File: src/rtl/mem_pin_host.sv
// mem_pin_host
//   Host-side initiator for the 16-bit DFF-memory pin protocol. Each request
//   accepted on the valid/ready request channel is turned into this target
//   pin sequence:
//     SETUP  : target held in reset, {3'b000, we, addr} on the bus
//     ACCESS : target released, write data on the bus (zero for reads)
//     RESP   : target parked, tgt_dout captured on the last ACCESS cycle
//   Exactly one response is returned per request, and only one request is
//   in flight at a time.
//
// Parameters
//   SETUP_CYC   cycles the target is held in reset with {we, addr} (1..15)
//   ACCESS_CYC  cycles the target is released before tgt_dout is sampled (2..15)
//
// Ports
//   clk, rst_n            clock, asynchronous active-low reset
//   req_valid/req_ready   request handshake
//   req_we/addr/wdata     request payload, sampled only at the accept edge
//   rsp_valid/rsp_ready   response handshake
//   rsp_rdata, rsp_we     captured target output, echo of the request type
//   tgt_rst_n, tgt_bus    registered drives to target rst_n and {ui_in, uio_in}
//   tgt_dout              target {uo_out, uio_out}
//   busy                  high in every state except IDLE
module mem_pin_host #(
  parameter int unsigned SETUP_CYC  = 1,
  parameter int unsigned ACCESS_CYC = 2
) (
  input  logic        clk,
  input  logic        rst_n,
  input  logic        req_valid,
  output logic        req_ready,
  input  logic        req_we,
  input  logic [11:0] req_addr,
  input  logic [15:0] req_wdata,
  output logic        rsp_valid,
  input  logic        rsp_ready,
  output logic [15:0] rsp_rdata,
  output logic        rsp_we,
  output logic        tgt_rst_n,
  output logic [15:0] tgt_bus,
  input  logic [15:0] tgt_dout,
  output logic        busy
);

  typedef enum logic [1:0] {
    IDLE   = 2'd0,
    SETUP  = 2'd1,
    ACCESS = 2'd2,
    RESP   = 2'd3
  } state_t;

  localparam logic [3:0] SETUP_LD  = 4'(SETUP_CYC - 1);
  localparam logic [3:0] ACCESS_LD = 4'(ACCESS_CYC - 1);

  state_t      state, state_nx;
  logic [3:0]  cnt, cnt_nx;
  logic        we_q, we_nx;
  logic [11:0] addr_q, addr_nx;
  logic [15:0] wdata_q, wdata_nx;

  logic        req_ready_nx;
  logic        rsp_valid_nx;
  logic [15:0] rsp_rdata_nx;
  logic        rsp_we_nx;
  logic        tgt_rst_n_nx;
  logic [15:0] tgt_bus_nx;
  logic        busy_nx;

  // Every output is a flop; the values below are what each output must show
  // during the state being entered, so pins change only on clock edges.
  always_comb begin
    state_nx     = state;
    cnt_nx       = cnt;
    we_nx        = we_q;
    addr_nx      = addr_q;
    wdata_nx     = wdata_q;
    rsp_valid_nx = rsp_valid;
    rsp_rdata_nx = rsp_rdata;
    rsp_we_nx    = rsp_we;
    tgt_rst_n_nx = tgt_rst_n;
    tgt_bus_nx   = tgt_bus;

    case (state)
      IDLE: begin
        tgt_rst_n_nx = 1'b0;
        tgt_bus_nx   = '0;
        if (req_valid && req_ready) begin
          we_nx      = req_we;
          addr_nx    = req_addr;
          wdata_nx   = req_wdata;
          cnt_nx     = SETUP_LD;
          state_nx   = SETUP;
          // Bus is loaded straight from the request so SETUP shows it at once.
          tgt_bus_nx = {3'b000, req_we, req_addr};
        end
      end

      SETUP: begin
        if (cnt == 4'd0) begin
          cnt_nx       = ACCESS_LD;
          state_nx     = ACCESS;
          tgt_rst_n_nx = 1'b1;
          tgt_bus_nx   = we_q ? wdata_q : '0;
        end else begin
          cnt_nx = cnt - 4'd1;
        end
      end

      ACCESS: begin
        if (cnt == 4'd0) begin
          rsp_rdata_nx = tgt_dout;
          rsp_we_nx    = we_q;
          rsp_valid_nx = 1'b1;
          state_nx     = RESP;
          // Park: target latches we=0/addr=0 so no stale write survives.
          tgt_rst_n_nx = 1'b0;
          tgt_bus_nx   = '0;
        end else begin
          cnt_nx = cnt - 4'd1;
        end
      end

      RESP: begin
        tgt_rst_n_nx = 1'b0;
        tgt_bus_nx   = '0;
        if (rsp_valid && rsp_ready) begin
          rsp_valid_nx = 1'b0;
          state_nx     = IDLE;
        end
      end

      default: begin
        state_nx     = IDLE;
        rsp_valid_nx = 1'b0;
        tgt_rst_n_nx = 1'b0;
        tgt_bus_nx   = '0;
      end
    endcase

    req_ready_nx = (state_nx == IDLE);
    busy_nx      = (state_nx != IDLE);
  end

  always_ff @(posedge clk or negedge rst_n) begin
    if (!rst_n) begin
      state     <= IDLE;
      cnt       <= '0;
      we_q      <= 1'b0;
      addr_q    <= '0;
      wdata_q   <= '0;
      req_ready <= 1'b0;
      rsp_valid <= 1'b0;
      rsp_rdata <= '0;
      rsp_we    <= 1'b0;
      tgt_rst_n <= 1'b0;
      tgt_bus   <= '0;
      busy      <= 1'b0;
    end else begin
      state     <= state_nx;
      cnt       <= cnt_nx;
      we_q      <= we_nx;
      addr_q    <= addr_nx;
      wdata_q   <= wdata_nx;
      req_ready <= req_ready_nx;
      rsp_valid <= rsp_valid_nx;
      rsp_rdata <= rsp_rdata_nx;
      rsp_we    <= rsp_we_nx;
      tgt_rst_n <= tgt_rst_n_nx;
      tgt_bus   <= tgt_bus_nx;
      busy      <= busy_nx;
    end
  end

endmodule
File: config.mk
export PLATFORM = sky130hd
export DESIGN_NAME = mem_pin_host
export DESIGN_NICKNAME = d
export VERILOG_FILES = /design/src/rtl/mem_pin_host.sv
export SDC_FILE = /design/constraint.sdc
export NUM_CORES = 1
export LEC_CHECK = 0
export BUFFER_PORTS_ARGS = -buffer_cell sky130_fd_sc_hd__clkbuf_2
export CORE_MARGIN = 2
export CORE_UTILIZATION = 40
export DETAILED_ROUTE_END_ITERATION = 10
export GPL_TIMING_DRIVEN = 0
export PLACE_DENSITY_LB_ADDON = 0.08
export RECOVER_POWER = 50
export SLEW_MARGIN = 20
export SYNTH_ARGS = -nofsm -noshare
export SYNTH_HDL_FRONTEND = slang
export SYNTH_SLANG_ARGS = --single-unit
File: constraint.sdc
create_clock -name clk -period 2.75 [get_ports clk]
set_input_delay 0.55 -clock clk [delete_from_list [all_inputs] [get_ports clk]]
set_output_delay 0.55 -clock clk [all_outputs]
set_load 0.005 [all_outputs]
==> results by group <==
Status
  – Status: finished, final reports clean

Clock tree
  – Root Driver: clkbuf_8
  – CTS Sinks: 60
  – Clk_lat worst skew: 330 ps
  – # Post-CTS Setup Buffers: 0
  – Cts hold-fix bufs: 0
  – CTS tree: done
  – Worst-case clock buffer depth: 2
  – Post_cts resized: 0
  – Clk slew on worst S/H paths: 70 ps
  – H-tree depth: 3
  – CTS buffer count: 9

Floorplanning
  – Die W: 85.6 µm
  – Core area: 6390 µm²
  – Die H: 85.6 µm
  – Rows: 29
  – Die ar.: 7340 µm²
  – Starting density of the core: 41.8%
  – Ports: 86

Timing
  – Slew headroom: 16.1%
  – Final Hold Fails: 0
  – Setup TNS: 0 ps
  – Worst slew pin tran: 1260 ps
  – Max Slew Vio Count: 0
  – # setup viols final: 0
  – Skew final: 5.81 ps
  – Final Cycle Share: 72.3%
  – RSZ-0062 raised after global routing: false
  – Post-route minimum period: 1990 ps
  – Fmax: 503 MHz

Logic synthesis
  – Top-count cell post-synth: dfrtp_1
  – Synth top cells by count: dfrtp_1 (60), mux2_2 (24), nand2_1 (18)
  – Post-synth cell types: 40
  – Largest cells by area after synthesis: dfrtp_1 (56%), mux2_2 (10%), mux2_4 (5.6%)
  – Ys Warns: 0
  – Post-synth EDFFs: 0
  – Main synth FF type: dfrtp_1
  – Post-Synthesis Cells: 207
  – Mapped Nets: 264
  – Sequential-to-total area share from yosys stat: 56.3%
  – Post-synth ARST share: 100%
  – Cell taking the most area after synthesis: dfrtp_1
  – Mapped Area: 2670 µm²
  – Flops & latches, synth: 60
  – Synth Area per Inst: 12.9 µm²
  – Post-synth top area share: 56.3%

Final layout
  – Finished Layout Cells: 386
  – Area Overhead vs Synth: 26.3%
  – Antenna fix cells: 0
  – NumNets Final: 361
  – Finished Cell Area: 3370 µm²
  – Layout cells sized above 1: 44.7%
  – FILL cells: 607

Critical path
  – Crit path launch type: input port
  – Critical-path cell list: clkbuf_1, clkbuf_2
  – R2r worst-path depth: 5
  – WS Path Type: input port to asynchronous set/reset pin
  – WP depth: 2
  – Crit Path Max Fanout: 37
  – Critical path origin: rst_n
  – WP buf/inv: 2
  – RR Endpoint: wdata_q[13]
  – Reg-to-Reg Start: state[0]
  – Slowest stage delay, CP: 900 ps
  – Critical Path End Type: asynchronous set/reset pin
  – R2R setup slack: 810 ps
  – CP endpoint: wdata_q[13]
  – Req. time, crit path: 3090 ps
  – CP Data Arrival Time: 2330 ps
  – Delay-heaviest family, CP: buffers and inverters
  – Worst path slowest cell: clkbuf_1

Global route
  – First-pass GRT wire length: 9540 µm
  – Antenna violations before repair: 0
  – Vias in the first global route: 1940
  – Largest net degree at the start of global routing: 38
  – GRT overflow: 0
  – GRT Total Usage: 16.9%

Power
  – Net Sw Frac: 33.7%
  – Power Internal: 2.44 mW
  – Clock network power share: 20.4%
  – Peak supply drop: 0.496 mV
  – Leak: 1.69 nW
  – Seq pwr share: 39.5%
  – PwrDens: 1090 nW/µm²
  – Net switching power: 1.24 mW
  – Combinational Power Share: 40.1%

Routing
  – Final WL: 5680 µm
  – Total iterations of the first detailed-routing run: 4
  – Initial DRC count: 64
  – Antenna violation net count after detailed routing: 0
  – Vias per Instance: 5.02
  – Post-route DRC violation count: 0
  – Via count: 1936
  – Routed WL per cell: 14.7 µm

Placed design
  – Routability cong.: 0.745
  – Dpl cells: 370
  – DP HPWL: 4210 µm
  – DP Area: 3210 µm²
  – I/O Buffers: 85

Min path
  – Hold Path Class: input port to flop

Run
  – Total of max-cap violations: 0
-- registers in the layout, summed over array words and instances (netlist names) --
name	count
rsp_rdata	16
busy	1
req_ready	1
tgt_bus	16
tgt_rst_n	1
state	2
rsp_valid	1
cnt	4
wdata_q	16
rsp_we	1
we_q	1
-- how the worst min path moves through the flow --
stage	start	end	depth (start not counted)
2_1_floorplan	rst_n	busy	0
3_3_place_gp	tgt_bus[7]	tgt_bus[7]	2
3_5_place_dp	tgt_bus[11]	tgt_bus[11]	2
5_1_grt	req_wdata[0]	wdata_q[0]	2
4_1_cts	rst_n	wdata_q[8]	1
6_report	tgt_dout[10]	rsp_rdata[10]	2
-- metal layers --
layer  vias to the layer above  routed length (µm)  global-route usage, %
met2                        55                2600                   24.6
met4                         0                  57                   5.19
met3                         7                 372                   6.26
met5                         -                   0                      0
met1                       934                2650                   23.5
li1                        940                   -                      -
-- cell usage in the layout (no fill, tap or decap), types with 5 or more instances in the layout --
cell      netlist  final
clkbuf_1        2     12
mux2_2         24     24
a22o_1          5      5
o21ai_0        10     10
clkbuf_2        0     78
nand2_1        18     18
nor2_1          7      7
a22oi_1        14     14
dfrtp_1        60     60
clkbuf_8        0      9
ha_1            8      8
mux2_4         10     10
o21ai_1         6      6
inv_1           6      6
-- cells by family after synthesis --
family / synth area share, %
simple gates: 8.17
buf+inv: 3.00
compound gates: 12.6
mux: 16.1
flops: 56.3
fa+ha+maj: 3.75
-- final cells by class --
class | count | area, µm² | share of cell area [%]
Sequential cell | 60 | 1500 | 44.6
Multi-Input combinational cell | 132 | 1080 | 32.2
Clock inverter | 5 | 52.6 | 1.56
Inverter | 6 | 22.5 | 0.669
Buffer | 9 | 57.6 | 1.71
Clock buffer | 11 | 131 | 3.90
Timing Repair Buffer | 86 | 420 | 12.5
Tap cell | 77 | 96.3 | 2.86
-- power by group through the flow --
stage          clock network [mW]  registers, mW  logic [mW]
6_report                    0.750           1.45        1.47
5_1_grt                     0.833           1.50        1.64
4_1_cts                     0.776           1.46        1.51
3_5_place_dp                    0           1.47        1.50
3_3_place_gp                    0           1.46        1.49
2_1_floorplan                   0           1.44        1.03
-- metrics by stage --
step,hold slack (ps),utilization (%),worst slack [ps],power (mW)
after CTS,141,53.2,758,3.74
after floorplan,254,-,1000,2.47
after global routing,424,52.7,367,3.98
after global placement,467,49.9,778,2.95
after detailed placement,477,50.3,774,2.97
final,442,52.7,762,3.67
(Power assumes the default switching activity.)
